`src/rtl/lsu_port_arbiter.sv`:
```
// Two-requester arbiter in front of the LSU port: one transaction at a time,
// address/alignment screening, and a single-cycle response strobe to the issuer.
module lsu_port_arbiter #(
    parameter int ADDR_WIDTH = 32,
    parameter int DATA_WIDTH = 32,
    parameter int LD_LATENCY = 1,
    parameter int MAX_WAIT   = 4
) (
    input  logic                  clk_i,
    input  logic                  rst_ni,

    input  logic                  req0_valid_i,
    output logic                  req0_ready_o,
    input  logic [ADDR_WIDTH-1:0] req0_addr_i,
    input  logic [2:0]            req0_func_i,
    input  logic                  req0_wr_i,
    input  logic [DATA_WIDTH-1:0] req0_wdata_i,

    input  logic                  req1_valid_i,
    output logic                  req1_ready_o,
    input  logic [ADDR_WIDTH-1:0] req1_addr_i,
    input  logic [2:0]            req1_func_i,
    input  logic                  req1_wr_i,
    input  logic [DATA_WIDTH-1:0] req1_wdata_i,

    output logic                  rsp0_valid_o,
    output logic                  rsp1_valid_o,
    output logic [DATA_WIDTH-1:0] rsp_rdata_o,
    output logic                  rsp_err_o,

    output logic [ADDR_WIDTH-1:0] lsu_addr_o,
    output logic [2:0]            lsu_func_o,
    output logic                  lsu_st_en_o,
    output logic [DATA_WIDTH-1:0] lsu_st_data_o,
    input  logic [DATA_WIDTH-1:0] lsu_ld_data_i
);

    typedef enum logic [1:0] {
        S_IDLE,
        S_BUSY,
        S_RESP
    } state_e;

    localparam int              CNT_W    = $clog2(MAX_WAIT + 1);
    localparam logic [CNT_W-1:0] CNT_MAX = CNT_W'(MAX_WAIT);
    localparam logic [1:0]      LAT_LAST = 2'(LD_LATENCY);

    state_e                  state_q, state_d;
    logic [CNT_W-1:0]        starv_q, starv_d;
    logic [1:0]              lat_q, lat_d;
    logic                    id_q, id_d;
    logic                    wr_q, wr_d;
    logic                    err_q, err_d;
    logic [ADDR_WIDTH-1:0]   addr_q, addr_d;
    logic [2:0]              func_q, func_d;
    logic [DATA_WIDTH-1:0]   wdata_q, wdata_d;
    logic [DATA_WIDTH-1:0]   rdata_q, rdata_d;

    logic                    grant0, grant1;
    logic [ADDR_WIDTH-1:0]   sel_addr;
    logic [2:0]              sel_func;
    logic                    sel_wr;
    logic [DATA_WIDTH-1:0]   sel_wdata;

    // Region 0xA..0xF is unmapped, region 0x9 is the read-only input peripheral.
    function automatic logic req_error(input logic [ADDR_WIDTH-1:0] addr,
                                       input logic [2:0]            func,
                                       input logic                  wr);
        logic [3:0] region;
        logic       misaligned;
        logic       bad_func;
        region     = addr[11:8];
        misaligned = ((func == 3'b010) && (addr[1:0] != 2'b00)) ||
                     (((func == 3'b001) || (func == 3'b101)) && addr[0]);
        if (wr) begin
            bad_func = !(func inside {3'b000, 3'b001, 3'b010});
        end else begin
            bad_func = !(func inside {3'b000, 3'b001, 3'b010, 3'b100, 3'b101});
        end
        return (region >= 4'd10) || (wr && (region == 4'd9)) || misaligned || bad_func;
    endfunction

    // Ready is held low while reset is asserted so the port looks dead during reset.
    always_comb begin
        grant0 = 1'b0;
        grant1 = 1'b0;
        if ((state_q == S_IDLE) && rst_ni) begin
            if (req1_valid_i && (!req0_valid_i || (starv_q == CNT_MAX))) begin
                grant1 = 1'b1;
            end else if (req0_valid_i) begin
                grant0 = 1'b1;
            end
        end
    end

    assign req0_ready_o = grant0;
    assign req1_ready_o = grant1;

    assign sel_addr  = grant1 ? req1_addr_i  : req0_addr_i;
    assign sel_func  = grant1 ? req1_func_i  : req0_func_i;
    assign sel_wr    = grant1 ? req1_wr_i    : req0_wr_i;
    assign sel_wdata = grant1 ? req1_wdata_i : req0_wdata_i;

    // NOTE: every signal written here gets a default first, so no path leaves
    // one unassigned and no latch is inferred.
    always_comb begin
        state_d = state_q;
        starv_d = starv_q;
        lat_d   = lat_q;
        id_d    = id_q;
        wr_d    = wr_q;
        err_d   = err_q;
        addr_d  = addr_q;
        func_d  = func_q;
        wdata_d = wdata_q;
        rdata_d = rdata_q;

        unique case (state_q)
            S_IDLE: begin
                if (grant0 || grant1) begin
                    id_d    = grant1;
                    addr_d  = sel_addr;
                    func_d  = sel_func;
                    wr_d    = sel_wr;
                    wdata_d = sel_wdata;
                    err_d   = req_error(sel_addr, sel_func, sel_wr);
                    rdata_d = '0;
                    lat_d   = 2'd0;
                    state_d = err_d ? S_RESP : S_BUSY;
                end
            end
            S_BUSY: begin
                if (wr_q || (lat_q == LAT_LAST)) begin
                    state_d = S_RESP;
                    if (!wr_q) begin
                        rdata_d = lsu_ld_data_i;
                    end
                end else begin
                    lat_d = lat_q + 2'd1;
                end
            end
            S_RESP: begin
                state_d = S_IDLE;
            end
            default: begin
                state_d = S_IDLE;
            end
        endcase

        if (!req1_valid_i || grant1) begin
            starv_d = '0;
        end else if (grant0 && (starv_q != CNT_MAX)) begin
            starv_d = starv_q + CNT_W'(1);
        end
    end

    // Outputs are pure functions of the state, so reset forces them all low at once.
    always_comb begin
        rsp0_valid_o  = 1'b0;
        rsp1_valid_o  = 1'b0;
        rsp_rdata_o   = '0;
        rsp_err_o     = 1'b0;
        lsu_addr_o    = '0;
        lsu_func_o    = 3'b000;
        lsu_st_en_o   = 1'b0;
        lsu_st_data_o = '0;
        if (state_q == S_BUSY) begin
            lsu_addr_o    = addr_q;
            lsu_func_o    = func_q;
            lsu_st_en_o   = wr_q;
            lsu_st_data_o = wdata_q;
        end else if (state_q == S_RESP) begin
            rsp0_valid_o = !id_q;
            rsp1_valid_o = id_q;
            rsp_rdata_o  = rdata_q;
            rsp_err_o    = err_q;
        end
    end

    // NOTE: the request holding registers are reset along with the control
    // state; there are only a handful, and it keeps every output defined.
    // NOTE: state updates use non-blocking assignments so all flops sample
    // the same pre-edge values.
    always_ff @(posedge clk_i or negedge rst_ni) begin
        if (!rst_ni) begin
            state_q <= S_IDLE;
            starv_q <= '0;
            lat_q   <= 2'd0;
            id_q    <= 1'b0;
            wr_q    <= 1'b0;
            err_q   <= 1'b0;
            addr_q  <= '0;
            func_q  <= 3'b000;
            wdata_q <= '0;
            rdata_q <= '0;
        end else begin
            state_q <= state_d;
            starv_q <= starv_d;
            lat_q   <= lat_d;
            id_q    <= id_d;
            wr_q    <= wr_d;
            err_q   <= err_d;
            addr_q  <= addr_d;
            func_q  <= func_d;
            wdata_q <= wdata_d;
            rdata_q <= rdata_d;
        end
    end

endmodule

```
`config.mk`:
```
export PLATFORM = sky130hd
export DESIGN_NAME = lsu_port_arbiter
export DESIGN_NICKNAME = d
export VERILOG_FILES = /design/src/rtl/lsu_port_arbiter.sv
export SDC_FILE = /design/constraint.sdc
export NUM_CORES = 1
export LEC_CHECK = 0
export ABC_AREA = 1
export ABC_CLOCK_PERIOD_IN_PS = 3800
export CELL_PAD_IN_SITES_DETAIL_PLACEMENT = 1
export CELL_PAD_IN_SITES_GLOBAL_PLACEMENT = 1
export CORE_MARGIN = 8
export CORE_UTILIZATION = 30
export DETAILED_ROUTE_END_ITERATION = 10
export PLACE_DENSITY_LB_ADDON = 0.15
export SLEW_MARGIN = 10
export SYNTH_ARGS = -nofsm -noshare
export SYNTH_HDL_FRONTEND = slang
export SYNTH_SLANG_ARGS = --single-unit
```
`constraint.sdc`:
```
create_clock -name clk_i -period 3.8 [get_ports clk_i]
set_input_delay 0.76 -clock clk_i [delete_from_list [all_inputs] [get_ports clk_i]]
set_output_delay 0.76 -clock clk_i [all_outputs]
set_load 0.05 [all_outputs]
```
==> flow_metrics.py <==
metrics = {
    "worst_setup_path": {
        "critical_path.cell_chain": "inv_1 -> nand2_1 -> buf_4 -> nor2_1 -> clkdlybuf4s50_1",
        "worst_setup_path_startpoint": "state_q[0]",
        "r2r-start": "starv_q[0]",
        "worstPathRequired_ns": 3.04,
        "worstPathBufferInverterCount": 3,
        "setup.worst_path.class": "reg -> out",
        "cp_data_arrival_time_ns": 2.57,
        "worst_path_largest_cell_delay_ns": 0.85,
        "critical-path-slowest-cell": "sky130_fd_sc_hd__clkdlybuf4s50_1",
        "start_kind": "register",
        "worstPathMaxFanout": 20,
        "worst_setup_path_end_kind": "output pin",
        "crit_family": "buffers and inverters",
    },
    "timing": {
        "final-hold-violation-count": 0,
        "clock-skew-final_ns": 0.00821,
        "actual_slew_at_the_worst_max_slew_pin_ns": 0.872,
        "slew_viol_final": 0,
        "fin_crit_ns": 3.33,
        "fin_hold_ws_ns": 0.495,
        "timing.fmax_mhz": 300,
        "final_min_period_over_clock_period_pct": 87.6,
        "fin_tns_setup_ns": 0,
        "setup_viol": 0,
        "unrepaired_setup_endpoints_after_global_routing": "no",
        "timing.max_slew.rel_slack_pct": 41.9,
    },
    "pwr": {
        "total_leakage_power_nw": 4.17,
        "cell_area_power_density_nw_per_um2": 517,
        "finalPower_mw": 4.94,
        "irDropWorstVdd_uv": 191,
    },
    "layout": {
        "area_growth_from_synthesis_to_layout_pct": 69.2,
        "ratio_of_cells_with_drive_above_1_in_the_final_layout_pct": 13.1,
        "layout_common_cells": "205 x sky130_fd_sc_hd__clkdlybuf4s50_1, 113 x sky130_fd_sc_hd__inv_1, 113 x sky130_fd_sc_hd__nand2_1",
        "fin_area_sq_um": 9570,
        "final_common_cell": "sky130_fd_sc_hd__clkdlybuf4s50_1",
        "sequential_cell_area_sq_um": 2730,
        "number_of_fill_cells_in_the_layout": 2149,
        "num-nets-final": 1142,
        "multi_input_gate_area_in_the_final_layout_sq_um": 2250,
    },
    "synthesis": {
        "yosysTopAreaCell": "sky130_fd_sc_hd__dfrtp_1",
        "yosys.area.top_type_share_pct": 48.2,
        "synthDistinctLibCells": 27,
        "syn_avg_cell_area_sq_um": 7.88,
        "synth.net_count": 893,
        "syn_area_sq_um": 5660,
        "ys_seq_area_share_pct": 48.2,
        "syn-instance-count": 718,
        "synthTopCellsByArea": "sky130_fd_sc_hd__dfrtp_1 48%, sky130_fd_sc_hd__a22oi_1 7.7%, sky130_fd_sc_hd__inv_1 7.5%",
        "synth-seq-cells": 109,
        "synth.yosys.warnings": 0,
    },
    "place": {
        "gp_congestion": 0.745,
        "dpl_cell_area_sq_um": 9260,
        "placement.io_buffers": 276,
        "hpwl_mm": 16.5,
    },
    "clock_network": {
        "cts-resized-gates": 0,
        "cts_hold_buffers": 0,
        "insertion_delay_ns": 0.35,
        "master_cell_of_the_clock_root_buffer": "sky130_fd_sc_hd__clkbuf_16",
        "clock_pin_slew_on_the_worst_setup_and_hold_paths_ns": 0.07,
        "clkSinkCount": 109,
        "cts_buffers": 9,
        "clock_tree_from_tritoncts": "built",
        "ctsHtreeMaxLevel": 3,
        "cts_post_setup_buffers_inserted": 0,
        "clock_buffer_depth": 2,
    },
    "die": {
        "floorplan.die_area_sq_um": 23500,
        "num_rows": 50,
        "ios": 277,
        "fp.coreArea_sq_um": 18600,
        "chipHeight_um": 153,
        "die_width_um": 153,
        "initial_core_util_pct": 30.4,
    },
    "drt": {
        "routed_wl_mm": 22.3,
        "dr_total_vias": 5675,
        "drt_first_iter_violations": 309,
        "drt.antenna.violating_nets": 0,
        "drt_pre_antenna_iters": 4,
        "wire_per_inst_um": 18.5,
        "detailed_route_vias_per_instance": 4.71,
        "detail_route.drc_violations": 0,
    },
    "grt": {
        "global_route_wire_length_before_repair_mm": 35.3,
        "largest_net_degree_at_the_start_of_global_routing": 65,
        "grt_antenna_before_repair": 2,
        "grt.overflow.total": 0,
        "first_global_vias": 6226,
        "globalRouteTotalUtil_pct": 19.0,
    },
    "min_path": {
        "min_path_type": "reg -> reg",
        "worst_min_delay_path_startpoint": "func_q[1]",
    },
    "status": {
        "status": "finished, final reports clean",
    },
    "flow_run": {
        "drv_cap": 0,
    },
}
[tightest hold or removal path: stages, from the launching register on]
cell and delay (ns):
sky130_fd_sc_hd__dfrtp_1 0.35, sky130_fd_sc_hd__nand2_1 0.05, sky130_fd_sc_hd__o21ai_0 0.06
[state kept, by name, summed over array words and instances, names as in the netlist]
| signal | flops |
|---|---|
| id_q | 1 |
| starv_q | 3 |
| err_q | 1 |
| func_q | 3 |
| wdata_q | 32 |
| addr_q | 32 |
| rdata_q | 32 |
| state_q | 2 |
| lat_q | 2 |
| wr_q | 1 |
[cell type report]
class / count / share of cell area (%)
flip-flops and latches: 109 / 28.5
diodes: 2 / 0.0523
clock buffers: 11 / 2.54
well taps: 234 / 3.06
repair buffers: 286 / 37.1
multi-input cells: 443 / 23.5
clock inverters: 2 / 0.628
inverters: 118 / 4.65
[power breakdown]
group / internal (mW) / total [mW] / switching (mW)
combinational: 0.896 / 2.24 / 1.34
clock: 0.586 / 1.02 / 0.431
sequential: 1.57 / 1.69 / 0.125
[final timing paths]
check,endpoint,cells after the start,slack [ns]
min in group asynchronous,rdata_q[9],2,0.57
worst min-delay path,func_q[1],2,0.50
max in group asynchronous,addr_q[2],3,1.91
worst max-delay path,rsp_rdata_o[24],5,0.47
worst max register to register,state_q[0],14,1.25
worst min register to register,func_q[1],2,0.50
[stage by stage]
stage               worst slack, ns  utilization, %  instances
floorplan                      1.18               -        718
global placement              0.748            49.9       1190
detailed placement            0.702            49.9       1190
CTS                           0.428            51.5       1203
global route                  0.328            51.5       1205
finish                        0.472            51.5       1205
[cells in the mapped netlist]
| master | instances |
|---|---|
| sky130_fd_sc_hd__and3_1 | 1 |
| sky130_fd_sc_hd__a22oi_1 | 58 |
| sky130_fd_sc_hd__inv_2 | 4 |
| sky130_fd_sc_hd__clkbuf_1 | 19 |
| sky130_fd_sc_hd__buf_1 | 4 |
| sky130_fd_sc_hd__nand2_2 | 3 |
| sky130_fd_sc_hd__nor2_4 | 1 |
| sky130_fd_sc_hd__clkbuf_2 | 1 |
| sky130_fd_sc_hd__nand3_1 | 20 |
| sky130_fd_sc_hd__o21bai_1 | 1 |
| sky130_fd_sc_hd__buf_4 | 4 |
| sky130_fd_sc_hd__nand3_2 | 18 |
| sky130_fd_sc_hd__dfrtp_1 | 109 |
| sky130_fd_sc_hd__o21ai_1 | 33 |
| sky130_fd_sc_hd__buf_6 | 4 |
| sky130_fd_sc_hd__nor2_1 | 110 |
| sky130_fd_sc_hd__inv_4 | 1 |
| sky130_fd_sc_hd__nand2_1 | 113 |
| sky130_fd_sc_hd__o21ai_2 | 3 |
| sky130_fd_sc_hd__o21ai_0 | 72 |
| sky130_fd_sc_hd__inv_1 | 113 |
| sky130_fd_sc_hd__a21oi_1 | 2 |
| sky130_fd_sc_hd__nor3_1 | 2 |
| sky130_fd_sc_hd__ha_1 | 3 |
| sky130_fd_sc_hd__nor2_2 | 2 |
| sky130_fd_sc_hd__buf_2 | 16 |
| sky130_fd_sc_hd__nand3_4 | 1 |
[cell families after synthesis]
family	count (synthesis)	synth area share, %
and+or+nand+nor	271	21.1
AOI/OAI and AO/OA	169	17.8
adders and majority gates	3	0.664
buffers and inverters	166	12.2
DFF	109	48.2
[per-layer routing]
metal	global-route usage, %	vias to the layer above	part of all wire (%)
li1	-	2770	-
met1	23.1	2720	43
met2	31.0	169	48
met3	6.63	16	8.0
met4	6.13	0	1.3
met5	0	-	0
Power figures use the tool's default switching activity.
